`config.mk`:
```
export PLATFORM = sky130hd
export DESIGN_NAME = audio_mix_pwm
export DESIGN_NICKNAME = d
export VERILOG_FILES = /design/src/rtl/audio_mix_pkg.sv /design/src/rtl/audio_mix_mod.sv /design/src/rtl/audio_mix_pwm.sv
export SDC_FILE = /design/constraint.sdc
export NUM_CORES = 1
export LEC_CHECK = 0
export BUFFER_PORTS_ARGS = -buffer_cell sky130_fd_sc_hd__buf_4
export CAP_MARGIN = 40
export CORE_ASPECT_RATIO = 0.7
export CORE_MARGIN = 2
export CORE_UTILIZATION = 40
export CTS_BUF_LIST = sky130_fd_sc_hd__clkbuf_16
export DETAILED_ROUTE_END_ITERATION = 8
export GPL_TIMING_DRIVEN = 1
export PLACE_DENSITY = 0.6
export SLEW_MARGIN = 20
export SYNTH_ARGS = -nofsm -noshare
export SYNTH_HDL_FRONTEND = slang
export SYNTH_SLANG_ARGS = --single-unit
```
`constraint.sdc`:
```
create_clock -name CLK -period 3.54 [get_ports CLK]
set_clock_uncertainty 0.1 [all_clocks]
set_input_delay 0.177 -clock CLK [delete_from_list [all_inputs] [get_ports CLK]]
set_output_delay 0.177 -clock CLK [all_outputs]
set_load 0.02 [all_outputs]
```
`src/rtl/audio_mix_pkg.sv`:
```
// Shared definitions for the audio mixer / PWM output stage:
// config select codes, CTRL bit positions, reset constants and the mix helper.
`timescale 1ns/1ps

package audio_mix_pkg;

    localparam int MIX_W = 6;

    typedef enum logic [1:0] {
        SEL_VOL0 = 2'd0,
        SEL_VOL1 = 2'd1,
        SEL_CTRL = 2'd2,
        SEL_NONE = 2'd3
    } cfg_sel_e;

    localparam int CTRL_SQ0_EN = 0;
    localparam int CTRL_SQ1_EN = 1;
    localparam int CTRL_TRI_EN = 2;
    localparam int CTRL_MUTE   = 3;

    localparam logic [3:0] VOL_RST  = 4'h8;
    localparam logic [3:0] CTRL_RST = 4'b0111;

    // Weighted sum of the three sources; 15 + 15 + 15 = 45 fits in MIX_W bits.
    function automatic logic [MIX_W-1:0] mix_calc(
        input logic [3:0] tri_w,
        input logic       sq0_w,
        input logic       sq1_w,
        input logic [3:0] vol0,
        input logic [3:0] vol1,
        input logic [3:0] ctrl
    );
        logic [MIX_W-1:0] sum;
        sum = '0;
        if (ctrl[CTRL_TRI_EN])
            sum = sum + MIX_W'(tri_w);
        if (ctrl[CTRL_SQ0_EN] && sq0_w)
            sum = sum + MIX_W'(vol0);
        if (ctrl[CTRL_SQ1_EN] && sq1_w)
            sum = sum + MIX_W'(vol1);
        if (ctrl[CTRL_MUTE])
            sum = '0;
        return sum;
    endfunction

endpackage

```
`src/rtl/audio_mix_mod.sv`:
```
// Period counter, sample latch and output modulator of the audio stage.
// Build option: define SIGMA_DELTA_EN to replace the PWM comparator with a
// first-order sigma-delta modulator (same high count per period, spread edges).
`timescale 1ns/1ps

module audio_mix_mod
    import audio_mix_pkg::*;
#(
    parameter int PWM_BITS = 6
) (
    input  logic             clk,
    input  logic             rst,
    input  logic [MIX_W-1:0] mix,
    output logic             boundary,
    output logic             pwm_out,
    output logic             sample_stb
);

    logic [PWM_BITS-1:0] cnt;
    logic [PWM_BITS-1:0] sample_q;
    logic [PWM_BITS-1:0] sample_next;

    // Last cycle of the period; the parent also uses it to load active config.
    assign boundary    = (cnt == '1);
    assign sample_next = PWM_BITS'(mix) << (PWM_BITS - MIX_W);

    // Free-running period counter, sample latch and start-of-period strobe.
    always_ff @(posedge clk) begin
        if (rst) begin
            cnt        <= '0;
            sample_q   <= '0;
            sample_stb <= 1'b0;
        end else begin
            cnt        <= cnt + 1'b1;
            sample_stb <= boundary;
            if (boundary)
                sample_q <= sample_next;
        end
    end

`ifdef SIGMA_DELTA_EN
    logic [PWM_BITS:0] acc;
    logic [PWM_BITS:0] acc_sum;

    assign acc_sum = {1'b0, acc[PWM_BITS-1:0]} + {1'b0, sample_q};
    // The carry of the registered sum is the output bit, so it is already registered.
    assign pwm_out = acc[PWM_BITS];

    // Accumulate the sample every cycle; carries average to sample_q per period.
    always_ff @(posedge clk) begin
        if (rst)
            acc <= '0;
        else
            acc <= acc_sum;
    end
`else
    // Comparator PWM: high for the first sample_q counts of each period.
    always_ff @(posedge clk) begin
        if (rst)
            pwm_out <= 1'b0;
        else
            pwm_out <= (cnt < sample_q);
    end
`endif

endmodule

```
`src/rtl/audio_mix_pwm.sv`:
```
// Audio output stage: registers the generator outputs, mixes them with
// double-buffered volume/control settings and drives a one-pin audio output.
// Build option: SIGMA_DELTA_EN selects sigma-delta instead of PWM in audio_mix_mod.
`timescale 1ns/1ps

module audio_mix_pwm
    import audio_mix_pkg::*;
#(
    parameter int PWM_BITS = 6
) (
    input  logic       CLK,
    input  logic       RST,
    input  logic [3:0] TRI,
    input  logic       SQ0,
    input  logic       SQ1,
    input  logic       CFG_WR,
    input  logic [1:0] CFG_SEL,
    input  logic [3:0] CFG_DIN,
    output logic       PWM_OUT,
    output logic       SAMPLE_STB
);

    logic [3:0]       tri_r;
    logic             sq0_r;
    logic             sq1_r;
    logic [3:0]       vol0_sh, vol1_sh, ctrl_sh;
    logic [3:0]       vol0_act, vol1_act, ctrl_act;
    logic [MIX_W-1:0] mix;
    logic             boundary;

    // One-cycle input register on the generator outputs.
    always_ff @(posedge CLK) begin
        if (RST) begin
            tri_r <= '0;
            sq0_r <= 1'b0;
            sq1_r <= 1'b0;
        end else begin
            tri_r <= TRI;
            sq0_r <= SQ0;
            sq1_r <= SQ1;
        end
    end

    // Shadow registers take writes at any time; select 3 is a no-op.
    always_ff @(posedge CLK) begin
        if (RST) begin
            vol0_sh <= VOL_RST;
            vol1_sh <= VOL_RST;
            ctrl_sh <= CTRL_RST;
        end else if (CFG_WR) begin
            case (CFG_SEL)
                SEL_VOL0: vol0_sh <= CFG_DIN;
                SEL_VOL1: vol1_sh <= CFG_DIN;
                SEL_CTRL: ctrl_sh <= CFG_DIN;
                default:  ;
            endcase
        end
    end

    // Active settings change only at the period boundary so a period never mixes two configs.
    always_ff @(posedge CLK) begin
        if (RST) begin
            vol0_act <= VOL_RST;
            vol1_act <= VOL_RST;
            ctrl_act <= CTRL_RST;
        end else if (boundary) begin
            vol0_act <= vol0_sh;
            vol1_act <= vol1_sh;
            ctrl_act <= ctrl_sh;
        end
    end

    // Mix the registered sources with the active settings.
    always_comb begin
        mix = mix_calc(tri_r, sq0_r, sq1_r, vol0_act, vol1_act, ctrl_act);
    end

    audio_mix_mod #(
        .PWM_BITS (PWM_BITS)
    ) u_mod (
        .clk        (CLK),
        .rst        (RST),
        .mix        (mix),
        .boundary   (boundary),
        .pwm_out    (PWM_OUT),
        .sample_stb (SAMPLE_STB)
    );

endmodule

```
==> results.toml, run 1 <==
[status]
status = "complete, no violations"

[power_and_ir_drop]
vdd_drop_max_mv = 0.209
power_w = 0.00113
powerDensity_nw_per_um2 = 467
p_leak_nw = 1.03

[cts]
cts-buffers-inserted = 5
cts_tree = "done"
cts_setup_buffers = 0
clk_pin_slew_ps = 70
clk_latency_ps = 290
clockRootBuffer = "clkbuf_16"
cts.htree.levels = 2
clock_sinks = 44
cts_max_path_buffers = 2

[sta]
setup_viol = 0
fin_crit_sh_pct = 82.6
finalHoldViolCount = 0
rsz0062_at_grt = "false"
tightest_slew_ps = 440
min_period_ps = 2920
fmax_mhz = 342
finalSetupTns_ps = 0
slew_headroom_pct = 70.6
finalMaxSlewViolations = 0

[job]
maxCapViolCount = 0

[global_routing]
grt_pass1_wl_um = 6880
antenna_found_initial = 0
grt_max_degree = 41
grt_overflow = 0
grt_pass1_vias = 1437
gr-usage-all-layers_pct = 16.0

[synthesis]
async_reset_ff_share_pct = 0
synth_area_leader_cell = "dfxtp_1"
seq_area_frac_synth_pct = 43.3
yosys.area.top_type_share_pct = 43.3
syn_inst = 228
synth_warnings = 0
synth_edf_count = 0
syn_area_per_cell_um2 = 8.93
synth_area_um2 = 2040
ys_ff_latch = 44
synthTopCellsByArea = "dfxtp_1 (43%), ha_1 (8.0%), nand2_1 (5.9%)"
synth_flop_cell = "dfxtp_1"
syn_nets = 258
synth_cell_types = 40

[floorplanning]
die_height_um = 63.7
rows = 21
ios = 17
start_util_pct = 42.1
dieArea_um2 = 5680
core-area_um2 = 4830
die-width_um = 89.3

[layout]
nets = 279
diodes = 0
syn_to_final_growth_pct = 19.3
nFillCells = 504
stdcell_count = 319
regArea_um2 = 881
drive_above_1_share_pct = 12.8
multi_input_area_um2 = 1070

[hold_path]
holdCritPathClass = "in2reg"

[placement]
numPortBuffers = 16
gp_congestion = 0.928
place_inst = 308
dp_hpwl_um = 2850

[setup_path]
path_max_fanout = 6
cp.arrival_ps = 3000
worstPathCellList = "and2_4, ha_1, inv_1, fa_1, nand2b_1, nor3b_1, xnor2_1, ha_1, a21o_1, a21oi_1, nor2_1, xor2_1, a32o_1"
cp_data_required_time_ps = 3620
path_class = "reg2reg"
path_common_cell = "ha_1"
crit_path_start_kind = "flip-flop"
worst_path_largest_cell_delay_ps = 430
cp_slowest_cell = "dfxtp_1"
end_kind = "flip-flop"

[routing]
firstDrtPassIters = 4
drc = 0
viasPerCell = 4.80
drtAntennaViolNets = 0
avgRoutedWirePerCell_um = 12.4
vias = 1530
drt_iter0_markers = 70
detail_route.wirelength_um = 3970
flip-flops by register name, summed over array words and instances, names as in the netlist:
register	cells
ctrl_act	4
ctrl_sh	4
sq0_r	1
sq1_r	1
tri_r	4
u_mod.cnt	6
u_mod.pwm_out	1
u_mod.sample_q	6
u_mod.sample_stb	1
vol0_act	4
vol0_sh	4
vol1_act	4
vol1_sh	4
where the power goes:
part           internal [W]  switching (W)
logic             0.0000427      0.0000403
registers          0.000508     0.00000864
clock network      0.000335       0.000198
total              0.000886       0.000247
routing by layer:
metal	vias to the layer above	track usage, %	routed length, um
met5	-	0	0
met4	0	5.04	50
met2	21	20.6	1480
met3	4	5.64	181
met1	690	24.3	2250
li1	815	-	-
final cells by class:
| class | instances | share of cell area, % |
|---|---|---|
| Sequential cell | 44 | 36.3 |
| Clock buffer | 5 | 5.15 |
| Multi-Input combinational cell | 163 | 44.2 |
| Clock inverter | 3 | 1.91 |
| Timing Repair Buffer | 21 | 6.80 |
| Inverter | 14 | 2.16 |
| Tap cell | 69 | 3.55 |
synthesized netlist by cell type (4+ instances only):
cell / count
a211o_1: 5
a21o_1: 5
a21oi_1: 18
dfxtp_1: 44
ha_1: 13
inv_1: 14
mux2i_1: 7
nand2_1: 32
nand3_1: 7
nand3b_1: 4
nor2_1: 23
nor2b_1: 10
xnor2_1: 4
xor2_1: 4
kinds of logic after synthesis:
kind of cell / share of synthesized area (%)
muxes: 4.18
adders and majority gates: 10.4
buffers and inverters: 4.06
xor gates and xnor gates: 3.44
and+or+nand+nor: 22.6
DFF: 43.3
AOI/OAI and AO/OA: 12.0
repair_timing:
action | CTS | global route
hold buffers | 3 | 0
endpoints found under the hold margin | 3 | 0
resized for setup | 0 | 0
cells in the final DEF (no fill, tap or decap), types with 2 or more instances in the layout:
cell type and instances:
nand2_1 32, dlygate4sd3_1 3, o21ai_0 3, mux2i_1 7, fa_1 2, or4_1 2, nand3b_1 4, inv_1 14
clkbuf_16 5, a21oi_1 18, a21o_1 5, ha_1 13, a211o_1 5, nand2b_1 3, nor2_1 23, dfxtp_1 44
nand3_1 7, xor2_1 4, xnor2_1 4, nor2b_1 10, nor3_1 2, buf_4 18, nand2_2 2
stage by stage:
stage | setup WS (ps) | instance area, um2 | hold slack (ps) | util (%)
after floorplan | 794 | 2040 | 195 | -
after CTS | 601 | 2430 | 6.70 | 50.2
after detailed placement | 620 | 2230 | 294 | 46.1
final | 616 | 2430 | 10.5 | 50.2
after global placement | 662 | 2220 | 290 | 45.9
after global routing | 401 | 2430 | 8.68 | 50.2
critical path: cells and delay by family (launching register included):
kind	cells	cell delay (ps)
AO/OA/AOI/OAI	3	540
XOR/XNOR	2	320
adder cells (fa/ha/maj)	3	820
buffers and inverters	1	50
flip-flops	1	430
AND/OR/NAND/NOR	4	560
worst paths after layout:
check	depth (start not counted)	slack (ps)	end	from
max	13	620	u_mod.sample_q[4]	ctrl_act[2]
min	2	10	sq0_r	SQ0
max reg2reg	13	620	u_mod.sample_q[4]	ctrl_act[2]
min reg2reg	2	360	u_mod.sample_q[0]	u_mod.sample_q[0]
Power figures use the tool's default switching activity.
==> inputs of run 2 (changes only) <==
- clock period: 3.54 -> 2.74 ns (I/O delays scaled with it)
==> run 2 against run 1 <==
Compared with the run above:
- non-clock buffer count grew 12
- worst hold slack worse by 6.2 ps
- combinational power rose by 53%
- first-iteration DRC count is 7.1% lower
- via count increased by 6.1%
- power increased by 29%
==> results.toml, run 2 (synthesized netlist as in run 1, its figures left out) <==
[setup_path]
path_class = "reg2reg"
ff2ff_setup_slack_ps = 60
cp.arrival_ps = 2760
cp_slowest_cell = "fa_2"
reg2reg_depth = 13
rr_endpoint = "u_mod.sample_q[4]"
end_kind = "flip-flop"
path_max_fanout = 2
crit_path_start_kind = "flip-flop"
crit_family = "adder cells"
timing.rr.start = "ctrl_act[2]"
worst_path_largest_cell_delay_ps = 390
worstPathCellList = "and2_4, ha_4, inv_2, fa_2, nand2b_1, nor3b_4, xnor2_2, ha_1, a21o_1, a21oi_2, nor2_1, xor2_1, a32o_1"
cp_data_required_time_ps = 2820
cp_num_buf_inv = 1

[global_routing]
gr-usage-all-layers_pct = 17.1
grt_max_degree = 41
grt_pass1_vias = 1524
grt_pass1_wl_um = 7360
antenna_found_initial = 0
grt_overflow = 0

[layout]
multi_input_area_um2 = 1150
nets = 291
post-route-util_pct = 53.9
final_common_cell = "dfxtp_1"
nFillCells = 474
regArea_um2 = 882
stdcell_count = 331
drive_above_1_share_pct = 20.2
largest_registers = "u_mod.cnt (6), u_mod.sample_q (6)"
final_cell_mix = "dfxtp_1 (43), nand2_1 (32), buf_4 (25)"
diodes = 0
syn_to_final_growth_pct = 27.9

[routing]
detail_route.wirelength_um = 4400
viasPerCell = 4.90
drc = 0
avgRoutedWirePerCell_um = 13.3
firstDrtPassIters = 4
drtAntennaViolNets = 0
drt_iter0_markers = 65
vias = 1623

[cts]
cts_max_path_buffers = 2
cts.htree.levels = 2
cts_tree = "done"
cts-buffers-inserted = 5
clockRootBuffer = "clkbuf_16"
clk_pin_slew_ps = 60
clk_latency_ps = 280
clock_sinks = 44

[sta]
finalHoldViolCount = 0
setup_viol = 0
rsz0062_at_grt = "true"
tightest_slew_ps = 443
finalMaxSlewViolations = 0
slew_headroom_pct = 70.2
holdWs_ps = 4.34
finalSetupTns_ps = 0
min_period_ps = 2680
fmax_mhz = 373
fin_crit_sh_pct = 97.9

[floorplanning]
die_height_um = 63.7
die-width_um = 89.3
rows = 21
start_util_pct = 42.1
core-area_um2 = 4830
dieArea_um2 = 5680
ios = 17

[hold_path]
min_to = "vol0_sh[2]"
holdCritPathClass = "in2reg"
hold_depth = 3
hp-start = "CFG_DIN[2]"

[power_and_ir_drop]
vdd_drop_max_mv = 0.284
power_w = 0.00147
powerDensity_nw_per_um2 = 564
p_leak_nw = 1.10

[job]
maxCapViolCount = 0

[placement]
numPortBuffers = 16
gp_congestion = 0.963
place_inst = 309
dp_hpwl_um = 2950

[status]
status = "complete, no violations"
run 2: repair_timing:
action / CTS / global route
endpoints found under the hold margin: 8 / 0
hold buffers: 8 / 0
endpoints found under the setup margin: 1 / 5
buffers inserted: 4 / 2
gates resized for setup: 1 / 15
pin swaps: 2 / 8
run 2: per-stage QoR:
step / setup WS [ps] / cell area (um2)
global route: -115 / 2600
CTS: 8.30 / 2520
detailed placement: -50.9 / 2240
floorplan: 53.0 / 2040
global placement: 53.0 / 2240
finish: 56.6 / 2600
run 2: power breakdown:
| group | internal [W] | switching [W] |
|---|---|---|
| Sequential | 0.000657 | 0.0000113 |
| Clock | 0.000428 | 0.000244 |
| Combinational | 0.0000679 | 0.0000592 |
run 2: final cells by class:
cell class / instances / share of cell area, %
multi-input cells: 163 / 44.1
flip-flops and latches: 44 / 33.9
repair buffers: 33 / 10.3
clock buffers: 5 / 4.81
well taps: 69 / 3.32
inverters: 14 / 2.02
clock inverters: 3 / 1.63
run 2: worst register-to-register path, cell delays in order, from the launching register on:
cell      delay, ps
dfxtp_2         320
and2_4          140
ha_4            130
inv_2            40
fa_2            390
nand2b_1        120
nor3b_4         230
xnor2_2         140
ha_1            270
a21o_1          170
a21oi_2         110
nor2_1           60
xor2_1          140
a32o_1          220
run 2: routing by layer:
metal,wire length (um),GRT usage (%)
met4,22,3.92
met1,2380,26.5
met3,217,6.29
met2,1780,22.0
met5,0,0
run 2: worst max path at each step:
stage | slack [ps] | cells past startpoint | startpoint | to
5_1_grt | -110 | 13 | ctrl_act[2] | u_mod.sample_q[4]
6_report | 60 | 13 | ctrl_act[2] | u_mod.sample_q[4]
4_1_cts | 8 | 13 | ctrl_act[2] | u_mod.sample_q[4]
3_3_place_gp | 50 | 13 | ctrl_act[2] | u_mod.sample_q[4]
3_5_place_dp | -50 | 13 | ctrl_act[2] | u_mod.sample_q[4]
2_1_floorplan | 50 | 13 | ctrl_act[2] | u_mod.sample_q[4]
